File: src/rtl/reg_arbiter_rr.sv
// Round-robin write arbiter sharing one N-bit register among four requesters, with lockable bursts.
// Latency: gnt is combinational in cycle t; q shows the granted port's data in cycle t+1.
// Backpressure: ungranted requests are not queued; requesters hold req until they see their gnt bit.
module reg_arbiter_rr #(
  parameter int N       = 8,
  parameter int TIMEOUT = 15
) (
  input  logic           clk,
  input  logic           rst,
  input  logic [3:0]     req,
  input  logic [3:0]     lock,
  input  logic [4*N-1:0] din,
  output logic [3:0]     gnt,
  output logic [N-1:0]   q,
  output logic [1:0]     owner,
  output logic           busy,
  output logic           timeout_evt
);

  typedef enum logic {IDLE, LOCKED} state_t;

  // The last count value at which a locked owner still holds the register
  localparam logic [7:0] CNT_LAST = 8'(TIMEOUT - 1);

  state_t       state, state_nxt;
  logic [1:0]   ptr, ptr_nxt;
  logic [1:0]   owner_nxt;
  logic [7:0]   cnt, cnt_nxt;
  logic [N-1:0] q_nxt;
  logic         tevt_nxt;
  logic [1:0]   win;
  logic         win_vld;

  // Rotating priority scan: walk from the highest offset down so the first requester after ptr wins
  always_comb begin
    win     = ptr;
    win_vld = 1'b0;
    for (int k = 3; k >= 0; k--) begin
      if (req[ptr + 2'(k)]) begin
        win     = ptr + 2'(k);
        win_vld = 1'b1;
      end
    end
  end

  // Next-state, grant and register-write selection
  always_comb begin
    state_nxt = state;
    ptr_nxt   = ptr;
    owner_nxt = owner;
    cnt_nxt   = cnt;
    q_nxt     = q;
    tevt_nxt  = 1'b0;
    gnt       = 4'b0000;
    case (state)
      IDLE: begin
        if (win_vld) begin
          gnt[win] = 1'b1;
          q_nxt    = din[int'(win) * N +: N];
          ptr_nxt  = win + 2'd1;
          if (lock[win]) begin
            state_nxt = LOCKED;
            owner_nxt = win;
            cnt_nxt   = 8'd1;
          end
        end
      end
      LOCKED: begin
        // Only the owner can write; an idle owned cycle still counts toward the timeout
        if (req[owner]) begin
          gnt[owner] = 1'b1;
          q_nxt      = din[int'(owner) * N +: N];
        end
        if (!lock[owner]) begin
          state_nxt = IDLE;
          ptr_nxt   = owner + 2'd1;
        end else if (cnt == CNT_LAST) begin
          state_nxt = IDLE;
          ptr_nxt   = owner + 2'd1;
          tevt_nxt  = 1'b1;
        end else begin
          cnt_nxt = cnt + 8'd1;
        end
      end
      default: state_nxt = IDLE;
    endcase
    // No grant is visible while reset is held, so nothing appears to be written
    if (rst) begin
      gnt = 4'b0000;
    end
  end

  // State register; reset aborts any lock without flagging a timeout
  always_ff @(posedge clk) begin
    if (rst) begin
      state       <= IDLE;
      ptr         <= 2'd0;
      owner       <= 2'd0;
      cnt         <= 8'd0;
      q           <= '0;
      timeout_evt <= 1'b0;
    end else begin
      state       <= state_nxt;
      ptr         <= ptr_nxt;
      owner       <= owner_nxt;
      cnt         <= cnt_nxt;
      q           <= q_nxt;
      timeout_evt <= tevt_nxt;
    end
  end

  assign busy = (state == LOCKED);

endmodule

File: config.mk
export PLATFORM = sky130hd
export DESIGN_NAME = reg_arbiter_rr
export DESIGN_NICKNAME = d
export VERILOG_FILES = /design/src/rtl/reg_arbiter_rr.sv
export SDC_FILE = /design/constraint.sdc
export NUM_CORES = 1
export LEC_CHECK = 0
export BUFFER_PORTS_ARGS = -buffer_cell sky130_fd_sc_hd__buf_4
export CAP_MARGIN = 20
export CORE_MARGIN = 10
export CORE_UTILIZATION = 49
export DETAILED_ROUTE_END_ITERATION = 12
export PLACE_DENSITY = 0.88
export REMOVE_ABC_BUFFERS = 1
export SETUP_SLACK_MARGIN = 0.2
export SKIP_CTS_REPAIR_TIMING = 1
export SKIP_LAST_GASP = 1
export SYNTH_ARGS = -nofsm -noshare
export SYNTH_HDL_FRONTEND = slang
export SYNTH_SLANG_ARGS = --single-unit
File: constraint.sdc
create_clock -name clk -period 2.19 [get_ports clk]
set_input_delay 0.219 -clock clk [delete_from_list [all_inputs] [get_ports clk]]
set_output_delay 0.219 -clock clk [all_outputs]
set_load 0.005 [all_outputs]
==> impl_metrics.csv <==
group,metric,value,unit
sta,setup_tns,0,ps
clocking,clock_latency,310,ps
placed_design,portBuffers,57,
die,io_pins,58,
pwr,comb_power_share,0.613,
placed_design,place_area,0.002118,mm2
routing,drtIter0Drc,112,
die,dieHeight,77.06,um
clocking,cts_root_buf,"clkbuf_4",
worst_setup_path,path_delay_family,"simple AND/OR/NAND/NOR gates",
pwr,switching_share,0.3966,
pwr,p_clk_frac,0.106,
logic_synthesis,synth.cell_area,0.001595,mm2
final_layout,n_antenna_cell,0,
worst_setup_path,arrival,1890,ps
final_layout,n_fill_cell,252,
global_routing,grt_pass1_wl,7.900,mm
clocking,cts_tree,"done",
logic_synthesis,netlist_instances,189,
worst_setup_path,worstPathMaxFanout,7,
pwr,power_density,982.5,mW/mm2
sta,rsz0062_at_grt,"true",
sta,report.final.hold_viol_count,0,
routing,route.vias.total,1686,
status,outcome,"finished, final reports clean",
logic_synthesis,synth_top_area_share,0.2761,
worst_setup_path,crit_type,"flop to primary output",
sta,skew,1.848,ps
final_layout,area_growth,37.65,%
final_layout,layout.nets,298,
placed_design,routabilityCongestion,0.9170,
logic_synthesis,syn_avg_cell_area,8.441,um2
routing,drtAntennaViolNets,0,
die,start_util,0.5183,
logic_synthesis,ys_top_cells_by_area,"dfxtp_1 (28%), mux2i_1 (17%), a21oi_1 (4.4%)",
clocking,numCtsBuffers,3,
placed_design,pre_cts_slack,94.75,ps
logic_synthesis,yosys.area.top_type,"dfxtp_1",
sta,finalSetupViolCount,0,
run,max_cap_violations,0,
final_layout,layout-drive-gt1-share,0.3874,
worst_hold_path,hp-class,"input pin to flop",
logic_synthesis,synth-edff-count,0,
sta,slew_viol_final,0,
placed_design,placedCellCount,292,
clocking,clock-sinks,22,
sta,max_freq,0.4750,GHz
clocking,clk_pin_slew,130,ps
pwr,power.total,2.157,mW
logic_synthesis,ys_warn_count,0,
pwr,power_switching,0.8557,mW
worst_setup_path,crit_path_cell_trace,"and3b_1, or4_4, and2_4, nor2_4, nand2_2, a21oi_2, buf_4",
pwr,p_seq_frac,0.282,
clocking,htreeDepth,1,
routing,wirelength,4.722,mm
routing,avgViaCountPerCell,5.677,
routing,routedWlPerCell,15.90,um
final_layout,design_area,0.002196,mm2
die,die_w,77.06,um
routing,firstDrtPassIters,7,
worst_setup_path,worst-path-buf-inv,1,
pwr,leakage,0.9564,nW
sta,period_needed,2105,ps
worst_setup_path,cp_slowest_cell,"or4_4",
die,rows,20,
sta,setup_ws,84.95,ps
global_routing,antenna_found_initial,0,
sta,holdWs,182.3,ps
worst_setup_path,cp-start-kind,"flop",
pwr,intPower,1.302,mW
die,die-area,0.005938,mm2
sta,tightest_slew,566.3,ps
global_routing,overflow,0,
final_layout,final_util,0.7134,
clocking,clockBufferDepth,2,
worst_setup_path,cpPeakStageDelay,410,ps
global_routing,grt_max_degree,16,
placed_design,dp_hpwl,3.677,mm
sta,post-route-period-util,0.9612,
logic_synthesis,ys_ff_latch,22,
worst_setup_path,required,1970,ps
pwr,ir_drop,0.5566,mV
final_layout,instances_no_fill,297,
logic_synthesis,async_flop_share,0,
sta,relSlewSlack,0.6211,
die,coreArea,0.003078,mm2
global_routing,grt_pass1_vias,1694,
logic_synthesis,synth.distinct_cells,49,
logic_synthesis,synth_top_flop_cell,"dfxtp_1",
logic_synthesis,yosysSeqAreaShare,0.2761,
worst_setup_path,cp-end-kind,"primary output",
global_routing,globalRouteTotalUtil,0.1528,
routing,drc,0,
layout make-up:
cell class              instances  area [um2]  share of cell area
clock buffers                   4       36.28             0.01652
repair buffers                 72       544.3              0.2479
flip-flops and latches         22       449.2              0.2046
well taps                      44       55.05             0.02507
multi-input cells             149        1089              0.4957
inverters                       6       22.52             0.01026
per-layer routing:
| layer | global-route usage | wire length (um) | part of all wire | vias to the layer above |
|---|---|---|---|---|
| li1 | - | - | - | 831 |
| met1 | 0.1780 | 1906 | 0.40 | 793 |
| met2 | 0.2808 | 2499 | 0.53 | 56 |
| met3 | 0.02331 | 260 | 0.055 | 6 |
| met4 | 0.04015 | 55 | 0.012 | 0 |
| met5 | 0 | 0 | 0 | - |
worst paths after layout:
kind / from / to / slack [ps] / cells after the start
max: ptr[1] / gnt[3] / 80 / 7
min reg2reg: cnt[7] / cnt[7] / 490 / 1
max reg2reg: ptr[1] / cnt[0] / 160 / 6
min: rst / ptr[0] / 180 / 2
cells by family after synthesis:
| group | after synthesis | synth area share |
|---|---|---|
| DFF | 22 | 0.2761 |
| xor gates and xnor gates | 1 | 0.005491 |
| adders and majority gates | 2 | 0.01568 |
| and+or+nand+nor | 64 | 0.2133 |
| buffers and inverters | 18 | 0.05961 |
| muxes | 29 | 0.1929 |
| AOI/OAI and AO/OA | 53 | 0.2369 |
layout by cell type, fill, tap and decap left out, types with 6 or more instances in the layout:
master and n:
o21ai_0 6, nand2_1 11, inv_1 6, nor3_1 6
nor2_1 14, a22o_1 8, dfxtp_1 19, a21oi_1 13
mux2i_1 27, buf_4 71
Yosys cell counts, types with 2 or more instances:
cell type   n
and2_1      2
nor2b_1     2
clkbuf_1    3
dfxtp_1    22
a211oi_2    2
nor2_1     15
o21ai_0     6
o211ai_1    5
nand4b_1    2
a41oi_1     2
a31oi_1     2
nor4_1      2
nand2b_1    3
ha_1        2
mux2i_1    27
o41ai_1     2
nand3_1     5
buf_4       5
nor3_1      6
or2_2       4
inv_1       6
buf_1       2
o31ai_1     3
a22o_1      8
nand2_1    12
a21oi_1    14
and3_1      2
or3_1       2
sequential cells by signal, indices dropped and copies added, names as in the netlist:
| signal | flops |
|---|---|
| timeout_evt | 1 |
| cnt | 8 |
| ptr | 2 |
| owner | 2 |
| q | 8 |
| busy | 1 |
power groups by stage:
stage	clock network (mW)	registers [mW]	logic [mW]
6_report	0.228	0.608	1.32
4_1_cts	0.231	0.596	1.28
2_1_floorplan	0	0.623	0.750
3_3_place_gp	0	0.602	1.25
5_1_grt	0.253	0.626	1.45
3_5_place_dp	0	0.604	1.27
Power figures use the tool's default switching activity.
